`src/rtl/pkt_defs.sv`:
```
// Shared symbol, stream-type and state definitions for the
// packet-identifier byte link (framer and check_byte).
package pkt_defs;

    localparam logic [7:0] STP = 8'hFB;
    localparam logic [7:0] SDP = 8'h5C;
    localparam logic [7:0] END = 8'hFD;
    localparam logic [7:0] EDB = 8'hFE;
    localparam logic [7:0] PAD = 8'hF7;

    localparam logic [1:0] tlp            = 2'b01;
    localparam logic [1:0] dllp           = 2'b10;
    localparam logic [1:0] not_valid_data = 2'b00;

    localparam int         CNT_W   = 11;
    localparam logic [10:0] CNT_MAX = 11'h7FF;

    typedef enum logic [1:0] {
        CB_NONE = 2'b00,
        CB_TLP  = 2'b01,
        CB_DLLP = 2'b10,
        CB_ERR  = 2'b11
    } cb_type_e;

    typedef enum logic [1:0] {
        IDLE = 2'b00,
        DATA = 2'b01,
        TAIL = 2'b10
    } fr_state_e;

    function automatic logic is_valid_type(input logic [1:0] t);
        return (t == tlp) || (t == dllp);
    endfunction

endpackage

```
`src/rtl/packet_framer.sv`:
```
// Transmit framer: wraps TLP/DLLP payload bytes in STP/SDP ... END/EDB
// and fills idle cycles with PAD or invalid symbols.
module packet_framer
    import pkt_defs::*;
#(
    parameter int DLLP_LEN = 6,
    parameter bit PAD_IDLE = 1'b1
) (
    input  logic       clk,
    input  logic       rst_n,
    input  logic       pkt_valid,
    output logic       pkt_ready,
    input  logic [1:0] pkt_type,
    input  logic [7:0] pkt_data,
    input  logic       pkt_last,
    input  logic       pkt_abort,
    output logic [7:0] data_out,
    output logic       DK,
    output logic       valid,
    output logic       len_err,
    output logic       type_err
);

    localparam logic [CNT_W-1:0] DLLP_LEN_C = CNT_W'(DLLP_LEN);
    localparam logic [7:0]       IDLE_DATA  = PAD_IDLE ? PAD : 8'h00;

    fr_state_e        state_q, state_d;
    logic [CNT_W-1:0] cnt_q, cnt_d;
    logic             abort_q, abort_d;
    logic             is_dllp_q, is_dllp_d;
    logic [7:0]       data_out_q, data_out_d;
    logic             dk_q, dk_d;
    logic             valid_q, valid_d;
    logic             len_err_q, len_err_d;
    logic             type_err_q, type_err_d;
    logic             len_mis;

    always_comb begin
        state_d    = state_q;
        cnt_d      = cnt_q;
        abort_d    = abort_q;
        is_dllp_d  = is_dllp_q;
        data_out_d = IDLE_DATA;
        dk_d       = PAD_IDLE;
        valid_d    = PAD_IDLE;
        len_err_d  = 1'b0;
        type_err_d = 1'b0;
        pkt_ready  = 1'b0;
        len_mis    = is_dllp_q && (cnt_q != DLLP_LEN_C);

        unique case (state_q)
            IDLE: begin
                if (pkt_valid) begin
                    if (is_valid_type(pkt_type)) begin
                        // First payload byte stays on the bus for DATA.
                        is_dllp_d  = (pkt_type == dllp);
                        data_out_d = (pkt_type == dllp) ? SDP : STP;
                        dk_d       = 1'b1;
                        valid_d    = 1'b1;
                        state_d    = DATA;
                    end else begin
                        pkt_ready  = 1'b1;
                        type_err_d = 1'b1;
                    end
                end
            end
            DATA: begin
                pkt_ready  = 1'b1;
                data_out_d = 8'h00;
                dk_d       = 1'b0;
                valid_d    = 1'b0;
                if (pkt_valid) begin
                    data_out_d = pkt_data;
                    valid_d    = 1'b1;
                    if (cnt_q != CNT_MAX) begin
                        cnt_d = cnt_q + 1'b1;
                    end
                    if (pkt_abort) begin
                        abort_d = 1'b1;
                    end
                    if (pkt_last) begin
                        state_d = TAIL;
                    end
                end
            end
            TAIL: begin
                data_out_d = (abort_q || len_mis) ? EDB : END;
                dk_d       = 1'b1;
                valid_d    = 1'b1;
                len_err_d  = len_mis;
                cnt_d      = '0;
                abort_d    = 1'b0;
                state_d    = IDLE;
            end
            default: begin
                state_d = IDLE;
            end
        endcase
    end

    always_ff @(posedge clk or negedge rst_n) begin
        if (!rst_n) begin
            state_q    <= IDLE;
            cnt_q      <= '0;
            abort_q    <= 1'b0;
            is_dllp_q  <= 1'b0;
            data_out_q <= 8'h00;
            dk_q       <= 1'b0;
            valid_q    <= 1'b0;
            len_err_q  <= 1'b0;
            type_err_q <= 1'b0;
        end else begin
            state_q    <= state_d;
            cnt_q      <= cnt_d;
            abort_q    <= abort_d;
            is_dllp_q  <= is_dllp_d;
            data_out_q <= data_out_d;
            dk_q       <= dk_d;
            valid_q    <= valid_d;
            len_err_q  <= len_err_d;
            type_err_q <= type_err_d;
        end
    end

    assign data_out = data_out_q;
    assign DK       = dk_q;
    assign valid    = valid_q;
    assign len_err  = len_err_q;
    assign type_err = type_err_q;

endmodule

```
`config.mk`:
```
export PLATFORM = sky130hd
export DESIGN_NAME = packet_framer
export DESIGN_NICKNAME = d
export VERILOG_FILES = /design/src/rtl/pkt_defs.sv /design/src/rtl/packet_framer.sv
export SDC_FILE = /design/constraint.sdc
export NUM_CORES = 1
export LEC_CHECK = 0
export BUFFER_PORTS_ARGS = -buffer_cell sky130_fd_sc_hd__buf_2
export CORE_AREA = 2 2 58 60
export CTS_BUF_LIST = sky130_fd_sc_hd__clkbuf_8 sky130_fd_sc_hd__clkbuf_16
export DETAILED_ROUTE_END_ITERATION = 10
export DIE_AREA = 0 0 60 62
export PLACE_DENSITY = 0.67
export SLEW_MARGIN = 20
export SYNTH_ARGS = -nofsm -noshare
export SYNTH_HDL_FRONTEND = slang
export SYNTH_SLANG_ARGS = --single-unit
```
`constraint.sdc`:
```
create_clock -name clk -period 2.65 [get_ports clk]
set_input_delay 0.53 -clock clk [delete_from_list [all_inputs] [get_ports clk]]
set_output_delay 0.53 -clock clk [all_outputs]
set_load 0.02 [all_outputs]
```
# After elaboration in Yosys (flattened, before gate mapping)
# Cells that the tools add are included.
dict set report op_classes {
  n_addsub 1
  n_eq_ne 12
  muxes 25
  n_reduce_logical 9
}
# operator n
set op_table {}
lappend op_table {{two-way mux 8 bit} 4}
lappend op_table {{case mux 8 bit (3 select lines)} 1}
lappend op_table {{two-way mux 11 bit} 2}
lappend op_table {{case mux 11 bit (2 select lines)} 1}
lappend op_table {{inequality test 2 bit (second input constant)} 6}
lappend op_table {{adder 11 x 1 -> 11 bit (second input constant)} 1}
lappend op_table {{inequality test 11 bit (second input constant)} 1}
lappend op_table {{inequality test 11 x 3 -> 1 bit (second input constant)} 1}
lappend op_table {{two-way mux 2 bit} 5}
lappend op_table {{two-way mux 1 bit} 9}
lappend op_table {{AND reduction 3 bit} 3}
lappend op_table {{== test 2 x 1 -> 1 bit (second input constant)} 2}
lappend op_table {{== test 2 bit (second input constant)} 2}
lappend op_table {{case mux 1 bit (2 select lines)} 2}
lappend op_table {{case mux 2 bit (2 select lines)} 1}
lappend op_table {{AND reduction 4 bit} 1}
lappend op_table {{zero test 2 bit} 1}
lappend op_table {{logical OR 1 bit} 2}
lappend op_table {{nonzero test 2 bit} 1}
lappend op_table {{logical AND 1 bit} 1}
dict set report word_totals {
  regBits 27
  in_bits 15
  out_inout_bits 13
  word_cells 56
}

# Logic depth before layout (Yosys ltp)
# Gate-level depths: netlist of the first run.
dict set report depth {
  ltp_word 5
  depth_mapped 6
  mapped_depth_nobuf 6
}

# Least setup slack after synthesis of the first run
# OpenSTA, ideal clock, no wires.
dict set report synth_path {
  path_kind {input-to-output}
  startpoint {input port pkt_type[0]}
  endpoint {output port pkt_ready}
  t_arrival_ps 1343
  required_time_ps 2120
  slack_ps 777
  path_stages 4
  n_path_buf 0
  cell_sequence {inv_1 > ha_1 > and3_1 > or2_2}
}
dict set report synth_via {
  elab_chain_len 5
  word_cells_on_any_way 6
  classes_between {eq/ne (2); mux (3); reduce/logical (1)}
}
# element line_no
set synth_lines {}
lappend synth_lines {{start, declared} packet_framer.sv:13} ;# input logic [1:0] pkt_type,
lappend synth_lines {{== test 2 x 1 -> 1 bit or == test 2 bit (tied branches)} pkt_defs.sv:32} ;# return (t == tlp) || (t == dllp);
lappend synth_lines {{logical OR 1 bit *} pkt_defs.sv:32}
lappend synth_lines {{two-way mux 1 bit *} packet_framer.sv:54} ;# if (is_valid_type(pkt_type)) begin
lappend synth_lines {{two-way mux 1 bit *} packet_framer.sv:53} ;# if (pkt_valid) begin
lappend synth_lines {{case mux 1 bit (2 select lines) *} packet_framer.sv:51} ;# unique case (state_q)
lappend synth_lines {{end, declared} packet_framer.sv:12} ;# output logic pkt_ready,
# Mark *: on every way between the ends. The rest lies on a longest branch, timed or not.

# Final worst setup path of the first run
dict set report layout_path {
  startpoint {register state_q[0]}
  endpoint {output port pkt_ready}
}
dict set report layout_via {
  elab_chain_len 2
  word_cells_on_any_way 3
  classes_between {eq/ne (1); mux (1); reduce/logical (1)}
}
# element line_no
set layout_lines {}
lappend layout_lines {{start, declared} packet_framer.sv:27} ;# fr_state_e state_q, state_d;
lappend layout_lines {{start signal, assigned} packet_framer.sv:113} ;# state_q <= state_d;
lappend layout_lines {{== test 2 x 1 -> 1 bit or zero test 2 bit (tied branches)} packet_framer.sv:51}
lappend layout_lines {{case mux 1 bit (2 select lines) *} packet_framer.sv:51}
# Marked as above.

==> reports/results.tsv, run 1 <==
metric	value	unit
ctsResizeCount	0	
ioPinCount	28	
ir_drop	384	uV
fmax	0.468	GHz
p_leak	0.744	nW
drive_above_1_share	24.1	%
cts_buffers	3	
fin_nets	187	
synthCells	141	
hold_viol_final	0	
grt.total_usage	17.2	%
grt-ovfl-total	0	
antenna_left	0	
fin_crit_sh	80.7	%
ctsHtreeMaxLevel	1	
grt_pass1_wl	4.76	mm
clkTransAtPathRegs	90	ps
grt_max_degree	28	
area_growth	16.0	%
clock_skew	2.68	ps
clkLatencyLatePin	280	ps
grt_pass1_vias	1112	
crit_path_end_kind	output pin	
n_antenna_cell	0	
cp_max_fo	13	
initial_core_util	42.9	%
core_area	0.00318	mm2
cts.sinks	27	
final_max_slew_viol_count	0	
fp-row-count	21	
cts_hold_buf	0	
worst_pin_slew	599	ps
placed_area	0.00154	mm2
wirelength	2.80	mm
mostFrequentLayoutCells	dfrtp_1 (27), buf_2 (27), nand2_1 (20), nand3_1 (8), o21ai_0 (7)	
critPathKind	flip-flop to output pin	
synth-async-reset-ratio	100	%
num_vias	1158	
synth_area	0.00136	mm2
critPathRequiredTime	2120	ps
die_w	60	um
start_kind	flip-flop	
synth_nets	161	
postLayoutCellArea	0.00158	mm2
antenna_found_initial	0	
place_congestion	0.856	
fin_hold_ws	249	ps
drt_pre_antenna_iters	4	
cts_root_buf	clkbuf_8	
syn_avg_cell_area	9.67	um2
port-buffer-count	27	
outcome	completed	
cts_buffer_depth	2	
nFillCells	292	
hpwl	2.02	mm
wl_per_cell	13.2	um
ys_types	36	
dp_cells	208	
synth_flop_cell	dfrtp_1	
report.final.setup_viol	0	
hp-class	primary input to asynchronous set/reset pin	
maxCapViolCount	0	
ys_ff_latch	27	
period_minus_slack	2140	ps
avgViaCountPerCell	5.46	
synth_seq_area_share	49.5	%
synth_warnings	0	
worstPathArrival	1610	ps
drt_iter0_markers	32	
synth_edf_count	0	
post-route-drc-count	0	
power_density	805	mW/mm2
stdcell_count	212	
setup_tns	0	ps
die_y	62	um
cts_tree	built	
dieArea	0.00372	mm2
cts_setup_buffers	0	
maxSlewHeadroom	60.1	%
grt_setup_unrepaired	no	
==> metrics by stage <==
| stage | utilization [%] | total power, mW | setup slack (ps) |
|---|---|---|---|
| 6_report | 49.7 | 1.27 | 512 |
| 5_1_grt | 49.7 | 1.36 | 396 |
| 4_1_cts | 49.7 | 1.28 | 512 |
| 3_5_place_dp | 48.3 | 1.05 | 546 |
| 3_3_place_gp | 48.3 | 1.03 | 577 |
| 2_1_floorplan | - | 0.907 | 777 |
==> layer usage <==
metal	global-route usage [%]	vias up	part of all wire (%)
met1	21.0	561	46
met5	0	-	0
met4	8.89	0	1.8
met3	2.48	5	5.1
li1	-	556	-
met2	29.5	36	47
==> cells in the mapped netlist (3+ instances only) <==
master / n / area share [%]
and2_1: 3 / 1.4
nand3_1: 8 / 2.9
a21oi_1: 6 / 2.2
inv_1: 6 / 1.7
nand4_1: 3 / 1.4
clkbuf_1: 5 / 1.4
and4_4: 3 / 2.5
or2_2: 4 / 1.8
nand3b_1: 3 / 1.7
and3_1: 4 / 1.8
nor2_1: 6 / 1.7
ha_1: 5 / 4.6
nand2_1: 20 / 5.5
dfrtp_1: 27 / 50
o21ai_0: 7 / 2.6
o211ai_1: 4 / 2.2
==> cell type report <==
| type | instances | area, um2 | area share, % |
|---|---|---|---|
| flip-flops and latches | 27 | 676 | 42.7 |
| multi-input cells | 101 | 637 | 40.3 |
| repair buffers | 28 | 143 | 9.02 |
| well taps | 46 | 57.6 | 3.64 |
| clock buffers | 3 | 41.3 | 2.61 |
| inverters | 6 | 22.5 | 1.42 |
| clock inverters | 1 | 5.00 | 0.316 |
==> flip-flops by register name, indices dropped and copies added, names as in the netlist <==
signal and cells:
DK 1, abort_q 1, cnt_q 11, data_out 8
is_dllp_q 1, len_err 1, state_q 2, type_err 1
valid 1
==> worst max-delay path: stages (launching register included) <==
cell,delay (ps)
dfrtp_1,600
nor2_1,110
and3_1,210
or2_2,260
buf_2,160
==> power breakdown <==
part	switching [mW]	internal, mW
sequential	0.0948	0.523
combinational	0.244	0.175
clock	0.131	0.106
total	0.470	0.803
==> worst paths after layout <==
path | startpoint | end | slack [ps] | cells past startpoint
worst max-delay path | state_q[0] | pkt_ready | 510 | 4
max in group asynchronous | rst_n | cnt_q[7] | 2010 | 1
worst max register to register | state_q[0] | cnt_q[9] | 860 | 4
worst min register to register | is_dllp_q | is_dllp_q | 520 | 1
min in group clk | pkt_data[3] | data_out[3] | 450 | 3
worst min-delay path | rst_n | data_out[6] | 250 | 1
==> kinds of logic (layout without fill, tap and decap cells) <==
logic type | Yosys count | in the layout | share of synthesized area (%)
and+or+nand+nor | 64 | 64 | 25.8
AOI/OAI and AO/OA | 29 | 29 | 14.0
DFF | 27 | 27 | 49.5
buffers and inverters | 13 | 38 | 3.76
adders and majority gates | 5 | 5 | 4.59
muxes | 3 | 3 | 2.29
(Power assumes the default switching activity.)
==> run 2: changes to the inputs <==
- clock period: 2.65 -> 2.2 ns (I/O delays scaled with it)
==> run 2 against run 1 <==
Against the previous run: clock skew up 1.5 ps; total power up 19%; largest power group unchanged; sequential share of layout area unchanged; clock power up 16%; critical path type unchanged.
==> reports/results.tsv, run 2 (synthesized netlist as in run 1, its figures left out) <==
metric	value	unit
outcome	completed	
initial_core_util	42.9	%
cts_buffer_depth	2	
avgViaCountPerCell	5.24	
cts_setup_buffers	0	
die_y	62	um
nFillCells	306	
drive_above_1_share	24.1	%
ctsResizeCount	0	
dieArea	0.00372	mm2
crit_chain	nor2_1 -> and3_1 -> or2_2 -> buf_2	
worst_pin_slew	581	ps
period_minus_slack	2020	ps
grt_pass1_wl	4.61	mm
critPathKind	flip-flop to output pin	
crit_family	simple AND/OR/NAND/NOR gates	
wirelength	2.70	mm
slowest_delay	580	ps
top_register	cnt_q	
fin_nets	187	
place_congestion	0.871	
worstPathArrival	1580	ps
fmax	0.496	GHz
fin_crit_sh	91.7	%
cts_hold_buf	0	
path_buf_inv	1	
drt_pre_antenna_iters	4	
multi_input_area	637	um2
grt_max_degree	28	
report.final.setup_viol	0	
post-route-drc-count	0	
ioPinCount	28	
core_area	0.00318	mm2
hpwl	2.02	mm
clkLatencyLatePin	270	ps
antenna_left	0	
cts.sinks	27	
busiest_layer	met2	
maxCapViolCount	0	
cp_max_fo	13	
largest_reg_flops	11	
ir_drop	469	uV
power_density	961	mW/mm2
critPathRequiredTime	1760	ps
cts_root_buf	clkbuf_8	
cts_tree	built	
clkTransAtPathRegs	90	ps
slowest_stage	dfrtp_1	
cts_buffers	3	
power.total	1.52	mW
grt-ovfl-total	0	
port-buffer-count	27	
crit_path_end_kind	output pin	
setup_tns	0	ps
maxSlewHeadroom	61.3	%
ctsHtreeMaxLevel	1	
use_met1	20.6	%
grt_pass1_vias	1066	
clock_skew	4.18	ps
hp-class	primary input to asynchronous set/reset pin	
p_leak	0.744	nW
seqCellArea	676	um2
area_growth	16.0	%
antenna_found_initial	0	
grtUsageMet2	28.6	%
placed_area	0.00154	mm2
drt_iter0_markers	27	
hold_viol_final	0	
num_vias	1110	
final_max_slew_viol_count	0	
start_kind	flip-flop	
die_w	60	um
mostFrequentLayoutCells	dfrtp_1 (27), buf_2 (27), nand2_1 (20), nand3_1 (8), o21ai_0 (7)	
grt_setup_unrepaired	no	
use_met3	2.69	%
grt.total_usage	16.6	%
n_antenna_cell	0	
wl_per_cell	12.7	um
postLayoutCellArea	0.00158	mm2
fp-row-count	21	
post-route-util	49.7	%
-- run 2: cell counts in the layout (fill, tap and decap cells not counted) --
Identical to the previous run, type by type.
-- run 2: final timing paths --
check,cells past startpoint,start,slack (ps),to
max in group asynchronous,1,rst_n,1660,cnt_q[8]
min in group clk,3,pkt_data[3],370,data_out[3]
max,4,state_q[0],180,pkt_ready
min,1,rst_n,160,data_out[4]
max reg2reg,4,state_q[0],450,cnt_q[9]
min reg2reg,1,abort_q,540,abort_q
-- run 2: report_power, final --
group / internal (mW) / total [mW] / switching [mW]
sequential: 0.630 / 0.741 / 0.111
clock: 0.127 / 0.275 / 0.148
combinational: 0.211 / 0.503 / 0.292
-- run 2: layout make-up --
| class | count | share of cell area (%) |
|---|---|---|
| inverter | 6 | 1.42 |
| clock inverter | 1 | 0.316 |
| multi-input combinational | 101 | 40.3 |
| tap | 46 | 3.64 |
| sequential | 27 | 42.7 |
| timing repair buffer | 28 | 9.02 |
| clock buffer | 3 | 2.61 |
-- run 2: metrics by stage --
step | setup slack [ps] | hold slack, ps | instances
after global routing | 21.1 | 205 | 212
after detailed placement | 286 | 477 | 208
after CTS | 174 | 178 | 212
final | 182 | 157 | 212
after global placement | 307 | 470 | 208
after floorplan | 507 | 144 | 141
-- run 2: routing by layer --
| metal | vias up | part of all wire, % |
|---|---|---|
| li1 | 554 | - |
| met2 | 37 | 48 |
| met4 | 0 | 1.1 |
| met1 | 515 | 47 |
| met3 | 4 | 4.0 |
| met5 | - | 0 |
